==> config.mk <==
export PLATFORM = sky130hd
export DESIGN_NAME = maze_rom_arbiter
export DESIGN_NICKNAME = d
export VERILOG_FILES = /design/src/rtl/maze_rom_arbiter.sv
export SDC_FILE = /design/constraint.sdc
export NUM_CORES = 1
export LEC_CHECK = 0
export CAP_MARGIN = 30
export CELL_PAD_IN_SITES_DETAIL_PLACEMENT = 0
export CELL_PAD_IN_SITES_GLOBAL_PLACEMENT = 1
export CORE_AREA = 2 2 93 95
export CTS_CLUSTER_SIZE = 28
export DETAILED_ROUTE_END_ITERATION = 6
export DIE_AREA = 0 0 95 97
export GPL_TIMING_DRIVEN = 0
export HOLD_SLACK_MARGIN = 0.08
export PLACE_DENSITY_LB_ADDON = 0.05
export RECOVER_POWER = 25
export SYNTH_ARGS = -nofsm -noshare
export SYNTH_HDL_FRONTEND = slang
export SYNTH_SLANG_ARGS = --single-unit
==> constraint.sdc <==
create_clock -name clk -period 5.37 [get_ports clk]
set_input_delay 0.537 -clock clk [delete_from_list [all_inputs] [get_ports clk]]
set_output_delay 0.537 -clock clk [all_outputs]
set_load 0.01 [all_outputs]
==> src/rtl/maze_rom_arbiter.sv <==
// maze_rom_arbiter: shares one registered maze ROM port between display fetches
// and a 3x3 collision checker, and switches maze level only at frame end.
module maze_rom_arbiter (
    input  logic        clk,
    input  logic        rst_n,
    input  logic        disp_req,
    input  logic [12:0] disp_index,
    output logic [15:0] disp_data,
    output logic        disp_valid,
    input  logic        chk_req,
    input  logic [6:0]  chk_x,
    input  logic [5:0]  chk_y,
    output logic        chk_busy,
    output logic        chk_done,
    output logic        chk_wall,
    output logic        chk_goal,
    input  logic        lvl_req,
    input  logic [3:0]  lvl_in,
    output logic [12:0] rom_index,
    output logic [3:0]  rom_sel,
    input  logic [15:0] rom_data
);
    typedef enum logic [1:0] {IDLE, SCAN, DRAIN, DONE} state_t;
    state_t state, state_nxt;
    logic [6:0] cx;
    logic [5:0] cy;
    logic [1:0] dx, dy;
    logic [7:0] px;
    logic [6:0] py;
    logic [12:0] chk_idx;
    logic [15:0] hold;
    logic [3:0] pend_lvl;
    logic disp_tag, chk_tag, oob, chk_issue, step, last, pend_v, last_end, apply, lvl_ok;

    assign px = {1'b0, cx} + {6'd0, dx};
    assign py = {1'b0, cy} + {5'd0, dy};
    assign oob = px > 8'd95 || py > 7'd63;
    assign chk_idx = {6'd0, py} * 13'd96 + {5'd0, px};
    // out-of-bounds offsets advance without a ROM slot; in-bounds ones wait for a free cycle
    assign chk_issue = state == SCAN && !oob && !disp_req;
    assign step = state == SCAN && (oob || !disp_req);
    assign last = dx == 2'd2 && dy == 2'd2;
    assign rom_index = disp_req ? disp_index : chk_issue ? chk_idx : 13'd0;
    assign disp_valid = disp_tag;
    assign disp_data = disp_tag ? rom_data : hold;
    assign chk_busy = state == SCAN || state == DRAIN;
    assign chk_done = state == DONE;
    assign lvl_ok = lvl_req && lvl_in != 4'd0 && lvl_in <= 4'd9;
    assign apply = pend_v && state == IDLE && !disp_tag && !chk_tag && !disp_req && last_end;

    always_comb begin
        state_nxt = state;
        case (state)
            IDLE:  state_nxt = chk_req ? SCAN : IDLE;
            SCAN:  state_nxt = step && last ? DRAIN : SCAN;
            // the final read returns during this cycle and is folded into the flags at its end
            DRAIN: state_nxt = DONE;
            DONE:  state_nxt = IDLE;
            default: state_nxt = IDLE;
        endcase
    end

    always_ff @(posedge clk or negedge rst_n) begin
        if (!rst_n) state <= IDLE;
        else state <= state_nxt;
    end

    always_ff @(posedge clk or negedge rst_n) begin
        if (!rst_n) begin
            cx <= 7'd0;
            cy <= 6'd0;
            dx <= 2'd0;
            dy <= 2'd0;
            chk_wall <= 1'b0;
            chk_goal <= 1'b0;
            chk_tag <= 1'b0;
            disp_tag <= 1'b0;
            hold <= 16'd0;
            pend_lvl <= 4'd0;
            pend_v <= 1'b0;
            last_end <= 1'b0;
            rom_sel <= 4'd1;
        end else begin
            disp_tag <= disp_req;
            chk_tag <= chk_issue;
            if (disp_tag) hold <= rom_data;
            if (disp_req) last_end <= disp_index == 13'd6143;
            if (state == IDLE && chk_req) begin
                cx <= chk_x;
                cy <= chk_y;
                dx <= 2'd0;
                dy <= 2'd0;
                chk_wall <= 1'b0;
                chk_goal <= 1'b0;
            end else begin
                if (step) begin
                    dx <= dx == 2'd2 ? 2'd0 : dx + 2'd1;
                    dy <= dx == 2'd2 ? dy + 2'd1 : dy;
                end
                if ((step && oob) || (chk_tag && rom_data == 16'hFFFF)) chk_wall <= 1'b1;
                if (chk_tag && rom_data == 16'h001F) chk_goal <= 1'b1;
            end
            if (apply) begin
                rom_sel <= pend_lvl;
                pend_v <= 1'b0;
            end
            if (lvl_ok) begin
                pend_lvl <= lvl_in;
                pend_v <= 1'b1;
            end
        end
    end
endmodule

==> summary.txt, run 1 <==
Outcome: finished, violations left
Violated checks: max-capacitance violations, max-slew violations
# rows: 33
Max_slew headroom: -32.27%
First-pass GRT wire length: 12,850 um
Share of post-route cells with drive strength above 1: 11.32%
Layout Nets: 495
Kind of critical path: reg2out
Grt ovf: 0
Largest cells by area after synthesis: dfrtp_1 38%, nand2_1 8.2%, mux2_2 7.5%, ha_1 6.8%, xnor2_1 3.3%
Synth top area share: 38.23%
CTS max path bufs: 2
Skew final: 0.004613 ns
WP data arrival: 4.57 ns
CTS Root Buffer Type: clkbuf_8
Largest net degree at the start of global routing: 39
Max-cap violation count: 1
Hpwl dp: 6333 um
DRT Pass-1 Iters: 4
Synth area leader: dfrtp_1
DIE AREA: 9215 um2
H-tree levels: 2
Post-Layout Cell Count: 529
Antenna Nets Post-Route: 0
Setup crit end kind: output port
Die Y: 97 um
Post-synth ARST share: 100.0%
TritonCTS clock tree: built
Via count: 2,707
Worst slew pin tran: 1.984 ns
Core area: 8134 um2
Die Span X: 95 um
DR WL/cell: 14.74 um
Crit share post-route: 95.17%
Slew Limit Fails: 39
TNS Setup: 0 ns
Hold_buf cts: 0
Mean post-synth cell area: 9.579 um2
Sequential Area: 1227 um2
Setup repair after global routing missed its margin: no
Count of final setup violators: 0
Minimum clock period: 5.111 ns
Initial antenna violation count: 0
Multi-input logic area: 1807 um2
Initial core utilization: 38.62%
Post-Syn Instances: 328
Post-route DRC: 0
Setup Fix Bufs, Post-CTS: 0
Area Overhead vs Synth: 34.69%
Initial DRC count: 101
Synth unique cells: 59
Fill cell count: 778
Synth Cell Area: 3142 um2
Clock-pin slew on the worst setup and hold paths: 0.09 ns
Wirelength, routed: 7796 um
Pwr/cell area: 443.4 nW/um2
Worst-skew pair later-pin latency: 0.31 ns
Share of the yosys chip area belonging to registers: 39.07%
Ports: 89
# port buffers: 87
Antenna Cells: 0
FF+latch count, synth: 49
CP Launch Type: register
Sink Count: 49
CTS Buf Count: 5
Max Clock Freq: 195.7 MHz
DP Cell Count: 521
HP Class: in2async
Post-synth EDFFs: 0
Vias in the first global route: 2,597
Mapped Nets: 400
Vias per cell: 5.117
Gpl congestion: 0.8497
Worst vdd ir: 0.1618 mV
GRT Util Overall: 17.45%
Critical Path RT: 4.83 ns
Primary FF master, synth: dfrtp_1
Peak fanout along the critical path: 10
Hold Vio Cnt, Final: 0
Synth warnings: 0
Leak: 1.823 nW
Post-cts resize count: 0
-- critical path, stage by stage, from the launching register on --
cell             delay, ns
dfrtp_1               0.39
ha_1                  0.24
fa_1                  0.49
xnor2_4               0.38
inv_2                 0.14
fa_1                  0.48
ha_1                  0.33
a21oi_1               0.34
nor3_1                0.10
a22oi_1               0.25
a211oi_1              0.13
xnor2_1               0.19
o41ai_2               0.21
clkdlybuf4s50_1       0.60
-- area by class of cell --
class,instances,share of cell area [%]
tap,105,3.105
clock inverter,3,0.5027
sequential,49,29.01
clock buffer,5,1.626
timing repair buffer,88,20.52
buffer,11,1.064
inverter,16,1.478
multi-input combinational,252,42.70
-- report_power, final --
group	switching, mW	total [mW]	internal [mW]	leakage [nW]
clock	0.130	0.223	0.0926	0.0445
sequential	0.0870	0.537	0.450	0.601
combinational	0.594	1.12	0.523	1.18
total	0.811	1.88	1.07	1.82
-- synthesized netlist by cell type, types with 2 or more instances --
library cell,instances
nand2_1,69
dfrtp_1,48
mux2_2,21
ha_1,17
nor2_1,16
inv_1,14
a21oi_1,12
nand3_1,12
xnor2_1,12
a22o_1,11
clkbuf_1,7
nor3_1,6
o21ai_0,6
and3_1,5
nand4_1,5
fa_1,4
nor4_1,4
o31ai_1,4
buf_2,3
or3_1,3
xor2_1,3
a21o_1,2
a22oi_1,2
nor2b_1,2
nor3b_1,2
o211ai_1,2
o221ai_1,2
o41ai_2,2
xnor2_2,2
-- metal layers --
metal	routed length (um)	global-route usage, %
met5	0	0
met4	64	4.348
met3	452	2.960
met2	3303	25.70
met1	3975	26.49
-- per-stage QoR --
step / area (um2) / hold WS [ns] / power (mW) / utilization [%] / worst slack (ns)
CTS: 4249 / 0.1207 / 1.895 / 52.24 / 0.2828
finish: 4232 / 0.2635 / 1.876 / 52.02 / 0.2593
detailed placement: 4159 / 0.4593 / 1.662 / 51.13 / 0.6386
global route: 4232 / 0.3063 / 2.048 / 52.02 / 0.03208
floorplan: 3142 / 0.2414 / 1.305 / - / 1.461
global placement: 4144 / 0.4717 / 1.641 / 50.95 / 0.6670
-- state kept, by name (all words and copies together) (netlist names), named ones only --
register and flops:
hold 16, cx 7, cy 6, pend_lvl 4
rom_sel 4, dx 2, dy 2, chk_goal 1
chk_tag 1, chk_wall 1, disp_valid 1, last_end 1
pend_v 1, state 1
-- layout by cell type, fill, tap and decap left out, types with 11 or more instances in the layout --
cell type,netlist,final
inv_1,14,14
mux2_2,21,21
nand3_1,12,12
nand2_1,69,69
clkdlybuf4s50_1,0,86
a21oi_1,12,12
ha_1,17,17
xnor2_1,12,12
a22o_1,11,11
nor2_1,16,16
dfrtp_1,48,48
-- worst paths after layout --
kind	startpoint	end	slack, ns	cells past startpoint
worst min register to register	cx[0]	cx[0]	0.50	2
min in group clk	cx[0]	cx[0]	0.50	2
max in group asynchronous	rst_n	rom_sel[3]	2.82	2
worst max register to register	cy[0]	state[0]	1.93	13
worst min-delay path	rst_n	state[0]	0.26	1
worst max-delay path	cy[0]	rom_index[12]	0.26	13
-- kinds of logic after synthesis --
| group | synth area share [%] |
|---|---|
| compound gates | 13.82 |
| xor+xnor | 6.093 |
| fa+ha+maj | 9.319 |
| buf+inv | 3.425 |
| flops | 39.07 |
| mux | 8.562 |
| simple gates | 19.71 |
No activity file was read; power rests on OpenSTA's default activity.
==> run 2, diff against run 1 <==
--- a/config.mk
+++ b/config.mk
@@ -9,7 +9,7 @@
 export CELL_PAD_IN_SITES_DETAIL_PLACEMENT = 0
 export CELL_PAD_IN_SITES_GLOBAL_PLACEMENT = 1
 export CORE_AREA = 2 2 93 95
-export CTS_CLUSTER_SIZE = 28
+export CTS_CLUSTER_SIZE = 40
 export DETAILED_ROUTE_END_ITERATION = 6
 export DIE_AREA = 0 0 95 97
 export GPL_TIMING_DRIVEN = 0
==> results of run 2 <==
Same layout as run 1: the final DEF is identical, and so are final timing and power.
==> run 3, diff against run 2 <==
--- a/config.mk
+++ b/config.mk
@@ -19,3 +19,4 @@
 export SYNTH_ARGS = -nofsm -noshare
 export SYNTH_HDL_FRONTEND = slang
 export SYNTH_SLANG_ARGS = --single-unit
+export TNS_END_PERCENT = 1
==> results of run 3 <==
Same layout as run 1: the final DEF is identical, and so are final timing and power.
==> edit, RTL diff (flow settings as in run 2) <==
Make the reset (`rst_n`) synchronous in 2 clocked blocks.
--- a/src/rtl/maze_rom_arbiter.sv
+++ b/src/rtl/maze_rom_arbiter.sv
@@ -62,3 +62,3 @@
 
-    always_ff @(posedge clk or negedge rst_n) begin
+    always_ff @(posedge clk) begin
         if (!rst_n) state <= IDLE;
@@ -67,3 +67,3 @@
 
-    always_ff @(posedge clk or negedge rst_n) begin
+    always_ff @(posedge clk) begin
         if (!rst_n) begin
Formal check against the unedited RTL: differs if rst_n is asserted again (counterexample within 4 cycles, from zero or initial values and one cycle with rst_n low); with rst_n held inactive, the same outputs for 4 cycles.
==> edit against run 2 <==
  * Sequential cell count unchanged
  * Non-clock buffer count is 2 higher
  * Synthesized area shrank 1.5%
  * Worst setup slack improved by 0.18 ns
  * Clock skew is 0.0011 ns lower
  * Design area fell by 1.2%
  * Worst hold slack better by 0.20 ns
  * Wire length is 1.9% lower
  * Die area stayed put
  * Critical path depth up 1
Power is not compared: it rests on default switching activity, and its combinational part moved more than twofold at a synthesized area within 25%.
==> edit: results (changes against run 2) <==
* Critical path data arrival time at 4.39 ns (was 4.57 ns)
* Clock buffer count from CTS at 5 (unchanged)
* H-Tree Depth at 2 (unchanged)
* Net Count, Synth at 436 (was 400)
* Critical-path maximum fanout at 8 (was 10)
* Setup skew after layout at 0.00356 ns (was 0.00461 ns)
* Pin count of the biggest net entering global routing at 15 (was 39)
* Synthesized instance count at 363 (was 328)
* Source-to-sink clock delay at the later pin of the worst-skew pair at 0.30 ns
* Number of DRC markers in iteration 0 at 62 (was 101)
* CTS Root Cell: sky130_fd_sc_hd__clkbuf_8 (unchanged)
* Slowest CP cell: sky130_fd_sc_hd__clkdlybuf4s50_1 (unchanged)
* Outcome: completed (was finished with violations)
* Proportion of layout cells with a drive suffix above 1 at 0.0895 (was 0.113)
* Final Routed Wirelength at 7.64 mm (was 7.80 mm)
* Number of global-route vias before repair at 2665 (was 2597)
* Pre-Repair DR Iteration Count at 4 (unchanged)
* Maximum resistive drop on vdd at 0.144 mV
* Maximum buffer depth of the clock tree at 2 (unchanged)
* Routed WL per cell at 13.6 um (was 14.7 um)
* Count of input and output buffers at 87 (unchanged)
* Register area share after synthesis at 0.317 (was 0.391)
* Largest registers: hold (16), cx (7), cy (6) (unchanged)
* Overall routing resource usage at 0.171 (was 0.175)
* Post-detail-place hpwl at 6.12 mm (was 6.33 mm)
* Number of nets in the final layout at 530 (was 495)
* Synth Warn # at 0 (unchanged)
* Initial antenna violation count at 0 (unchanged)
* Class of the tightest hold or removal check: reg -> reg (was in -> async)
* Global-route wire length before repair at 12.7 mm (was 12.9 mm)
* Slew of the pin with the lowest slew margin at 0.828 ns (was 1.98 ns)
* Inserted Diodes at 0 (unchanged)
* Routed via count at 2800 (was 2707)
* Placer congestion estimate at 0.885 (was 0.850)
* Number of setup buffers added after CTS at 0 (unchanged)
* Leakage power at 1.66 nW
* Largest cells by area after synthesis: sky130_fd_sc_hd__dfxtp_1, sky130_fd_sc_hd__ha_1, sky130_fd_sc_hd__nand2_1, sky130_fd_sc_hd__mux2_2, sky130_fd_sc_hd__and2_1 (was sky130_fd_sc_hd__dfrtp_1, sky130_fd_sc_hd__nand2_1, sky130_fd_sc_hd__mux2_2, sky130_fd_sc_hd__ha_1, sky130_fd_sc_hd__xnor2_1)
* Post-CTS sizing at 0 (unchanged)
* Placed cell count at 555 (was 521)
* Clock-pin slew of the registers on the worst-case setup and hold paths at 0.09 ns (about the same)
* CP peak stage delay at 0.58 ns (was 0.60 ns)
* Post-synthesis cell type count at 57 (was 59)
* Leading post-synthesis cells by instance count: sky130_fd_sc_hd__nand2_1, sky130_fd_sc_hd__dfxtp_1, sky130_fd_sc_hd__nor2_1 (was sky130_fd_sc_hd__nand2_1, sky130_fd_sc_hd__dfrtp_1, sky130_fd_sc_hd__mux2_2)
* Share of flip-flops with an asynchronous set or reset at 0 (was 1.00)
## edit: kinds of logic (layout without fill, tap and decap cells)
logic type	count (synthesis)	count (layout)	synth area share
and+or+nand+nor	145	145	0.233
AOI/OAI and AO/OA	71	71	0.164
DFF	49	49	0.317
buffers and inverters	37	132	0.0525
adders and majority gates	22	22	0.0986
muxes	22	22	0.0776
xor gates and xnor gates	17	17	0.0574
## edit: per-layer routing
metal  up-vias  global-route usage  share of wire
li1       1451                   -              -
met1      1280               0.232           0.47
met2        61               0.272           0.47
met3         8              0.0382          0.052
met4         0              0.0491          0.014
met5         -                   0              0
## edit: stage by stage
stage          hold slack, ns  worst slack, ns  cell area (sq um)
2_1_floorplan           0.437             1.62               3100
3_3_place_gp            0.451            0.818               4100
3_5_place_dp            0.456            0.748               4100
4_1_cts                 0.469            0.421               4180
5_1_grt                 0.486           0.0828               4180
6_report                0.463            0.440               4180
## edit: final timing paths
path | from | end | slack [ns] | depth (start not counted)
worst min-delay path | cy[0] | cy[0] | 0.46 | 2
worst max-delay path | dy[0] | rom_index[12] | 0.44 | 14
worst min register to register | cy[0] | cy[0] | 0.46 | 2
worst max register to register | dy[0] | dy[1] | 2.35 | 13
## edit: power breakdown
| group | switching (mW) | internal, mW |
|---|---|---|
| clock | 0.121 | 0.0906 |
| combinational | 0.0916 | 0.109 |
| sequential | 0.00909 | 0.378 |
## edit: layout make-up
type                       count  area [sq um]
timing repair buffer          87           871
sequential                    49           981
buffer                        14          76.3
inverter                      23          86.3
clock inverter                 2          10.0
fill                         805          3950
multi-input combinational    277          1950
clock buffer                   6          72.6
tap                          105           131
## edit: worst max-delay path: cells and delay by family, from the launching register on
kind / cells / cell delay (ns)
AO/OA/AOI/OAI: 6 / 1.56
XOR/XNOR: 1 / 0.25
adder cells (fa/ha/maj): 3 / 0.94
buffers and inverters: 3 / 0.85
flip-flops: 1 / 0.34
AND/OR/NAND/NOR: 1 / 0.14
